File: src/rtl/regfile_param_if.sv
// Bus bundle for the parametrised register file: two read ports, one write
// port, bulk-clear handshake and the addressed debug readout.
interface regfile_param_if #(
  parameter int DATA_W = 16,
  parameter int ADDR_W = 4
);
  logic [ADDR_W-1:0] a_addr;
  logic [ADDR_W-1:0] b_addr;
  logic [DATA_W-1:0] a_data;
  logic [DATA_W-1:0] b_data;
  logic              wr_en;
  logic [ADDR_W-1:0] wr_addr;
  logic [DATA_W-1:0] wr_data;
  logic              clr_req;
  logic              busy;
  logic              wr_drop;
  logic [ADDR_W-1:0] dbg_addr;
  logic [DATA_W-1:0] dbg_data;

  modport master (
    output a_addr, b_addr, wr_en, wr_addr, wr_data, clr_req, dbg_addr,
    input  a_data, b_data, busy, wr_drop, dbg_data
  );

  modport slave (
    input  a_addr, b_addr, wr_en, wr_addr, wr_data, clr_req, dbg_addr,
    output a_data, b_data, busy, wr_drop, dbg_data
  );
endinterface

File: src/rtl/regfile_param.sv
// Parametrised 2R/1W register file with optional zero R0, write-to-read
// bypass, a sequential bulk-clear engine and a raw debug readout port.
module regfile_param #(
  parameter int DATA_W  = 16,
  parameter int ADDR_W  = 4,
  parameter int ZERO_R0 = 0,
  parameter int BYPASS  = 1
) (
  input  logic            clk,
  input  logic            rst_n,
  regfile_param_if.slave  rf
);

  localparam int DEPTH = 2 ** ADDR_W;
  localparam logic [ADDR_W-1:0] LAST_IDX = ADDR_W'(DEPTH - 1);
  localparam logic [ADDR_W-1:0] ADDR_ZERO = {ADDR_W{1'b0}};

  typedef enum logic {
    ST_IDLE  = 1'b0,
    ST_CLEAR = 1'b1
  } state_t;

  state_t            state_r;
  logic [ADDR_W-1:0] cnt_r;
  logic              wr_drop_r;
  logic [DATA_W-1:0] mem_r [DEPTH];

  logic              wr_ok_s;
  logic              byp_en_s;
  logic [DATA_W-1:0] a_data_s;
  logic [DATA_W-1:0] b_data_s;

  // Write qualification and bypass enable (bypass only while the engine is idle)
  always_comb begin
    wr_ok_s  = rf.wr_en;
    byp_en_s = 1'b0;
    if ((ZERO_R0 != 0) && (rf.wr_addr == ADDR_ZERO)) begin
      wr_ok_s = 1'b0;
    end else begin
      wr_ok_s = rf.wr_en;
    end
    if ((BYPASS != 0) && rf.wr_en && (state_r == ST_IDLE)) begin
      byp_en_s = 1'b1;
    end else begin
      byp_en_s = 1'b0;
    end
  end

  // Clear FSM, clear counter, dropped-write flag and the storage array
  always_ff @(posedge clk or negedge rst_n) begin
    if (!rst_n) begin
      state_r   <= ST_IDLE;
      cnt_r     <= {ADDR_W{1'b0}};
      wr_drop_r <= 1'b0;
      for (int i = 0; i < DEPTH; i++) begin
        mem_r[i] <= {DATA_W{1'b0}};
      end
    end else begin
      case (state_r)
        ST_IDLE: begin
          wr_drop_r <= 1'b0;
          // A write coinciding with clr_req still lands; the sweep clears it later.
          if (wr_ok_s) begin
            mem_r[rf.wr_addr] <= rf.wr_data;
          end
          if (rf.clr_req) begin
            state_r <= ST_CLEAR;
            cnt_r   <= {ADDR_W{1'b0}};
          end
        end
        ST_CLEAR: begin
          mem_r[cnt_r] <= {DATA_W{1'b0}};
          cnt_r        <= cnt_r + 1'b1;
          wr_drop_r    <= rf.wr_en;
          if (cnt_r == LAST_IDX) begin
            state_r <= ST_IDLE;
          end
        end
        default: begin
          state_r   <= ST_IDLE;
          cnt_r     <= {ADDR_W{1'b0}};
          wr_drop_r <= 1'b0;
        end
      endcase
    end
  end

  // Read ports: zero-R0 has priority over bypass, bypass over storage
  always_comb begin
    a_data_s = mem_r[rf.a_addr];
    b_data_s = mem_r[rf.b_addr];
    if ((ZERO_R0 != 0) && (rf.a_addr == ADDR_ZERO)) begin
      a_data_s = {DATA_W{1'b0}};
    end else if (byp_en_s && (rf.a_addr == rf.wr_addr)) begin
      a_data_s = rf.wr_data;
    end else begin
      a_data_s = mem_r[rf.a_addr];
    end
    if ((ZERO_R0 != 0) && (rf.b_addr == ADDR_ZERO)) begin
      b_data_s = {DATA_W{1'b0}};
    end else if (byp_en_s && (rf.b_addr == rf.wr_addr)) begin
      b_data_s = rf.wr_data;
    end else begin
      b_data_s = mem_r[rf.b_addr];
    end
  end

  assign rf.a_data   = a_data_s;
  assign rf.b_data   = b_data_s;
  assign rf.dbg_data = mem_r[rf.dbg_addr];
  assign rf.busy     = (state_r == ST_CLEAR);
  assign rf.wr_drop  = wr_drop_r;

endmodule

File: src/flat_wrapper.sv
// flat-port wrapper written by rule: the top's interface ports become plain ports
module regfile_param_flat 
#(
  parameter int DATA_W  = 16,
  parameter int ADDR_W  = 4,
  parameter int ZERO_R0 = 0,
  parameter int BYPASS  = 1
)
  (clk, rst_n, rf_a_addr, rf_b_addr, rf_wr_en, rf_wr_addr, rf_wr_data, rf_clr_req, rf_dbg_addr, rf_a_data, rf_b_data, rf_busy, rf_wr_drop, rf_dbg_data);
  regfile_param_if #(.DATA_W(DATA_W), .ADDR_W(ADDR_W)) rf_i ();
  input  logic clk;
  input  logic rst_n;
  input wire logic [$bits(rf_i.a_addr)-1:0] rf_a_addr;
  input wire logic [$bits(rf_i.b_addr)-1:0] rf_b_addr;
  input wire logic [$bits(rf_i.wr_en)-1:0] rf_wr_en;
  input wire logic [$bits(rf_i.wr_addr)-1:0] rf_wr_addr;
  input wire logic [$bits(rf_i.wr_data)-1:0] rf_wr_data;
  input wire logic [$bits(rf_i.clr_req)-1:0] rf_clr_req;
  input wire logic [$bits(rf_i.dbg_addr)-1:0] rf_dbg_addr;
  output wire logic [$bits(rf_i.a_data)-1:0] rf_a_data;
  output wire logic [$bits(rf_i.b_data)-1:0] rf_b_data;
  output wire logic [$bits(rf_i.busy)-1:0] rf_busy;
  output wire logic [$bits(rf_i.wr_drop)-1:0] rf_wr_drop;
  output wire logic [$bits(rf_i.dbg_data)-1:0] rf_dbg_data;
  assign rf_i.a_addr = rf_a_addr;
  assign rf_i.b_addr = rf_b_addr;
  assign rf_i.wr_en = rf_wr_en;
  assign rf_i.wr_addr = rf_wr_addr;
  assign rf_i.wr_data = rf_wr_data;
  assign rf_i.clr_req = rf_clr_req;
  assign rf_i.dbg_addr = rf_dbg_addr;
  assign rf_a_data = rf_i.a_data;
  assign rf_b_data = rf_i.b_data;
  assign rf_busy = rf_i.busy;
  assign rf_wr_drop = rf_i.wr_drop;
  assign rf_dbg_data = rf_i.dbg_data;
  regfile_param #(.DATA_W(DATA_W), .ADDR_W(ADDR_W), .ZERO_R0(ZERO_R0), .BYPASS(BYPASS)) u_core (.clk(clk), .rst_n(rst_n), .rf(rf_i));
endmodule
File: config.mk
export PLATFORM = sky130hd
export DESIGN_NAME = regfile_param_flat
export DESIGN_NICKNAME = d
export VERILOG_FILES = /design/src/rtl/regfile_param_if.sv /design/src/rtl/regfile_param.sv /design/src/flat_wrapper.sv
export SDC_FILE = /design/constraint.sdc
export NUM_CORES = 1
export LEC_CHECK = 0
export BUFFER_PORTS_ARGS = -buffer_cell sky130_fd_sc_hd__buf_2
export CAP_MARGIN = 20
export CORE_MARGIN = 2
export CORE_UTILIZATION = 45
export DETAILED_ROUTE_END_ITERATION = 6
export GPL_TIMING_DRIVEN = 0
export PLACE_DENSITY = 0.68
export SLEW_MARGIN = 20
export SYNTH_ARGS = -nofsm -noshare
export SYNTH_HDL_FRONTEND = slang
export SYNTH_SLANG_ARGS = --single-unit
export TNS_END_PERCENT = 5
File: constraint.sdc
create_clock -name clk -period 5.7 [get_ports clk]
set_clock_uncertainty 0.2 [all_clocks]
set_input_delay 0 -clock clk [delete_from_list [all_inputs] [get_ports clk]]
set_output_delay 0 -clock clk [all_outputs]
set_load 0.1 [all_outputs]
# After elaboration in Yosys (flattened, before gate mapping)
# Index checks and enable logic that the tools add are counted.
dict set report word_totals {
  out_inout_bits 50
  in_bits 36
  register_bits 262
}
dict set report op_classes {
  bitwise 8
  n_lt_le_gt_ge 7
  muxes 25
  n_addsub 1
  reduce_logical 5
  eq_ne 5
}
# cell count
set op_table {}
lappend op_table {{256-bit case mux with 2 select lines} 1}
lappend op_table {{256-bit bitwise AND} 1}
lappend op_table {{256-bit bitwise mux} 1}
lappend op_table {{256-bit two-way mux} 1}
lappend op_table {{256-bit NOT} 1}
lappend op_table {{16-bit binary-select mux with 4-bit select} 3}
lappend op_table {{16-bit two-way mux} 10}
lappend op_table {{16-bit demux with 4-bit select} 2}
lappend op_table {{5-bit greater-or-equal comparator, second input constant} 5}
lappend op_table {{4-bit NOT with 5-bit output} 5}
lappend op_table {{5-bit by 1-bit less-than comparator with 1-bit output, second input constant} 2}
lappend op_table {{4-bit == test} 2}
lappend op_table {{4-bit case mux with 2 select lines} 1}
lappend op_table {{1-bit logical AND} 5}
lappend op_table {{4-bit by 1-bit adder with 4-bit output, second input constant} 1}
lappend op_table {{4-bit == test, second input constant} 1}
lappend op_table {{4-bit two-way mux} 1}
lappend op_table {{2-bit != test, second input constant} 2}
lappend op_table {{1-bit case mux with 2 select lines} 2}
lappend op_table {{1-bit two-way mux} 3}
lappend op_table {{1-bit NOT} 1}

# Longest topological paths before layout
dict set report logic_depth {
  depth_word 8
  depth_mapped 7
  depth_no_buf 5
}

# Worst setup path after synthesis
# OpenSTA, ideal clock, no wires.
dict set report synth_path {
  kind {register to register}
  startpoint {register u_core.state_r (netlist: u_core.rf.busy)}
  endpoint {register u_core.mem_r[101] in the netlist's numbering}
  path_buffers 2
  period_less_slack_ps 2744
  slack_ps 2956
  setup_ps 121
  required_ps 5379
  path_stages_with_launch 7
  arrival_ps 2423
  path_cell_list {dfrtp_1 buf_2 clkinv_1 nor3_1 a21oi_1 buf_2 a22o_1}
}
dict set report synth_between {
  elab_chain_cells 2
  elab_cells_between_ends 3
}
# item line_no
set synth_lines {}
lappend synth_lines {{start: declaration} regfile_param.sv:23} ;# state_t state_r;
lappend synth_lines {{start signal: assignment} regfile_param.sv:52} ;# state_r <= ST_IDLE;
lappend synth_lines {{start signal: assignment} regfile_param.sv:67} ;# state_r <= ST_CLEAR;
lappend synth_lines {{start signal: assignment} regfile_param.sv:76} ;# state_r <= ST_IDLE;
lappend synth_lines {{1-bit NOT} regfile_param.sv:59} ;# case (state_r)
lappend synth_lines {{256-bit case mux with 2 select lines or 2-bit != test (tied branches)} --}
lappend synth_lines {{end signal: indexed assignment} regfile_param.sv:56} ;# mem_r[i] <= {DATA_W{1'b0}};
lappend synth_lines {{end signal: indexed assignment} regfile_param.sv:64} ;# mem_r[rf.wr_addr] <= rf.wr_data;
lappend synth_lines {{end signal: indexed assignment} regfile_param.sv:72} ;# mem_r[cnt_r] <= {DATA_W{1'b0}};
lappend synth_lines {{end: declaration} regfile_param.sv:26} ;# logic [DATA_W-1:0] mem_r [DEPTH];
# Several ways; a longest one is shown, not always the timed one.
# A chain may end at the register's enable or synchronous reset.

# Final worst setup path
dict set report layout_path {
  startpoint {register u_core.state_r (netlist: u_core.rf.busy)}
  endpoint {output port rf_b_data[13]}
}
dict set report layout_between {
  elab_chain_cells 5
}
# item line_no
set layout_lines {}
lappend layout_lines {{1-bit NOT} regfile_param.sv:42} ;# if ((BYPASS != 0) && rf.wr_en && (state_r == ST_IDLE)) begin
lappend layout_lines {{1-bit logical AND} regfile_param.sv:42}
lappend layout_lines {{1-bit two-way mux} regfile_param.sv:42}
lappend layout_lines {{1-bit logical AND} regfile_param.sv:101} ;# end else if (byp_en_s && (rf.b_addr == rf.wr_addr)) begin
lappend layout_lines {{16-bit two-way mux} regfile_param.sv:101}
lappend layout_lines {{end: declaration} flat_wrapper.sv:21} ;# output wire logic [$bits(rf_i.b_data)-1:0] rf_b_data;
# No other way between the ends.

==> impl_metrics.toml <==
[status]
status = "finished, final reports clean"

[floorplanning]
core_area_sq_um = 35400
num_rows = 69
ios = 86
die_h_um = 193
dieArea_sq_um = 37300
start_util_pct = 45.5
die_w_um = 193

[synth]
synth_common_cells = "262 x dfrtp_1, 240 x a22o_1, 208 x mux4_2"
synth_most_common_cell = "dfrtp_1"
ys_seq_elements = 262
yosysWarnings = 0
syn-num-nets = 1145
yosysTopAreaCellShare_pct = 40.7
synth.avg_cell_area_sq_um = 14.6
syn_inst = 1105
yosysTopAreaCell = "dfrtp_1"
yosys.cell_types.count = 38
ys_seq_area_share_pct = 40.7
synth.area.top_cells = "dfrtp_1 41%, mux4_2 29%, a22o_1 13%"
ys.flop_type = "dfrtp_1"
synthesis.area_sq_um = 16100
synth_enable_flop_cells = 0
async_flop_share_pct = 100

[cells_and_area]
final_cells = 1697
fill_cells = 2988
syn_to_final_growth_pct = 13.2
diodes = 0
multiInputGateArea_sq_um = 8960
drive_gt1_share_pct = 33.7
final_nets = 1256
seq_area_sq_um = 6560

[min_path]
whs_endpoint = "u_core.cnt_r[3]$_DFFE_PN0P_"
hp-class = "primary input to register"
min_from = "rf_clr_req"
hold_depth = 3

[place]
dp.cells = 1623
port_buffers = 55
dp_slack_ps = 2660
dp_hpwl_um = 41300
gp_congestion = 1.00

[critical_path]
r2r_start = "u_core.rf.busy$_DFF_PN0_"
worstPathRequired_ps = 5500
critPathArrivalTime_ps = 2900
worst_r2r_path_depth = 7
worstSetupPathType = "register to output pin"
worst-r2r-setup-slack_ps = 2610
cp-end-kind = "output pin"
crit_fanout = 10
timing.rr.end = "u_core.mem_r[201]$_DFFE_PN0P_"
cp-start-kind = "register"

[grt]
grt_overflow = 0
grt_pass1_wl_um = 84400
grt_usage_pct = 30.2
grt_start_max_net_pins = 95
antenna_found_initial = 2
first_global_vias = 12600

[detailed_routing]
avgViaCountPerCell = 7.30
dr.pass1.iters = 7
num_vias = 12400
finalWirelength_um = 55900
drc = 0
ant_nets = 0
initialDrtViolationCount = 1484
wl_per_cell_um = 33.0

[clock_tree]
tritoncts = "done"
clk_path_buf_depth = 3
cts.sinks = 262
clkTransAtPathRegs_ps = 60
htree_levels = 1
cts_post_setup_buffers_inserted = 0
cts_buffers = 28
clock_latency_ps = 570
holdBufCountCts = 24
clk_root_buffer_cell = "clkbuf_16"
cts_resized = 0

[power_and_ir_drop]
leakagePower_nw = 8.06
powerDensity_nw_per_um2 = 454
peakVddDrop_mv = 0.413
total_power_w = 0.00828

[sta]
setup_violations = 0
period_share_pct = 54.5
fmax_mhz = 322
final.setup.tns_ps = 0
period_needed_ps = 3100
worstMarginPinSlew_ps = 1130
timing_max_transition_violations_final = 0
max_slew_margin_pct = 24.9
hold_viol_final = 0
grt_setup_unrepaired = "no"
postLayoutSetupSlackWorst_ps = 2600

[job]
maxCapViolCount = 0
## layout by cell type (no fill, tap or decap), types with 2 or more instances in the layout
| cell | Yosys | final |
|---|---|---|
| buf_16 | 0 | 3 |
| clkinv_4 | 0 | 2 |
| and2_1 | 2 | 2 |
| nand2b_1 | 2 | 2 |
| mux4_2 | 208 | 208 |
| o21ai_0 | 17 | 17 |
| a21oi_1 | 10 | 9 |
| clkbuf_16 | 0 | 29 |
| buf_1 | 19 | 19 |
| nand4bb_1 | 2 | 2 |
| nor3_1 | 3 | 3 |
| xor2_1 | 6 | 6 |
| dfrtp_1 | 262 | 262 |
| bufinv_16 | 0 | 2 |
| nor3_2 | 4 | 4 |
| a31oi_1 | 2 | 2 |
| ha_1 | 4 | 4 |
| dlygate4sd3_1 | 0 | 23 |
| mux2i_1 | 112 | 112 |
| clkbuf_1 | 66 | 66 |
| nor2_1 | 9 | 8 |
| buf_4 | 2 | 2 |
| a21oi_2 | 4 | 5 |
| a22o_1 | 240 | 240 |
| nor2_4 | 3 | 3 |
| xnor2_1 | 4 | 4 |
| clkbuf_8 | 0 | 5 |
| mux2_2 | 32 | 32 |
| o22ai_1 | 2 | 2 |
| buf_2 | 50 | 104 |
| clkinv_2 | 0 | 8 |
| clkinvlp_4 | 0 | 3 |
| inv_1 | 3 | 3 |
| nand3_1 | 4 | 4 |
| nand2_1 | 21 | 21 |
| nor2b_1 | 2 | 2 |
## state kept, by name, indices dropped and copies added (netlist names)
register / count
u_core.cnt_r: 4
u_core.rf.wr_drop: 1
u_core.rf.busy: 1
u_core.mem_r: 256
## cell type report
class	count	area share, %
multi-input cells	701	49.1
flip-flops and latches	262	35.9
clock buffers	34	4.36
repair buffers	81	3.28
plain buffers	138	3.26
well taps	461	3.16
clock inverters	16	0.816
inverters	4	0.0823
## layer usage
| layer | vias to the layer above | track usage (%) | part of all wire (%) |
|---|---|---|---|
| met1 | 6401 | 41.6 | 37 |
| met2 | 1000 | 46.5 | 46 |
| met3 | 216 | 6.89 | 11 |
| met5 | - | 0 | 0.023 |
| met4 | 2 | 12.7 | 5.2 |
| li1 | 4770 | - | - |
## logic make-up (layout without fill, tap and decap cells)
family,count (synthesis),in the layout,synth area share (%)
adders and majority gates,4,4,0.311
DFF,262,262,40.7
and+or+nand+nor,58,58,2.08
AOI/OAI and AO/OA,277,277,14.3
xor gates and xnor gates,10,10,0.543
muxes,352,352,38.3
buffers and inverters,142,273,3.79
## critical path, cell delays in order, from the launching register on
cell and delay, ps:
dfrtp_1 410, buf_2 200, nor2b_1 210, nand3_1 370
buf_2 370, mux2_2 330, buf_2 440
## stage by stage
step | utilization, % | hold WS [ps] | area [sq um]
after floorplan | - | -496 | 16100
after global placement | 47.9 | 42.1 | 17000
after detailed placement | 48.1 | -124 | 17000
after CTS | 51.5 | 12.0 | 18200
after global routing | 51.5 | 45.3 | 18200
final | 51.5 | 16.5 | 18200
## where the power goes
group / internal (W) / switching (W) / total [W]
clock: 0.00108 / 0.000818 / 0.00190
sequential: 0.00238 / 0.000664 / 0.00305
combinational: 0.00134 / 0.00199 / 0.00333
## how the worst max path moves through the flow
stage,slack (ps),from,end
6_report,2600,u_core.rf.busy$_DFF_PN0_,rf_b_data[13]
5_1_grt,2510,u_core.rf.busy$_DFF_PN0_,rf_b_data[13]
4_1_cts,2630,u_core.rf.busy$_DFF_PN0_,u_core.mem_r[64]$_DFFE_PN0P_
3_5_place_dp,2660,u_core.rf.busy$_DFF_PN0_,u_core.mem_r[78]$_DFFE_PN0P_
3_3_place_gp,-340,rst_n,u_core.mem_r[0]$_DFFE_PN0P_
2_1_floorplan,2960,u_core.rf.busy$_DFF_PN0_,u_core.mem_r[101]$_DFFE_PN0P_
Power figures use the tool's default switching activity.
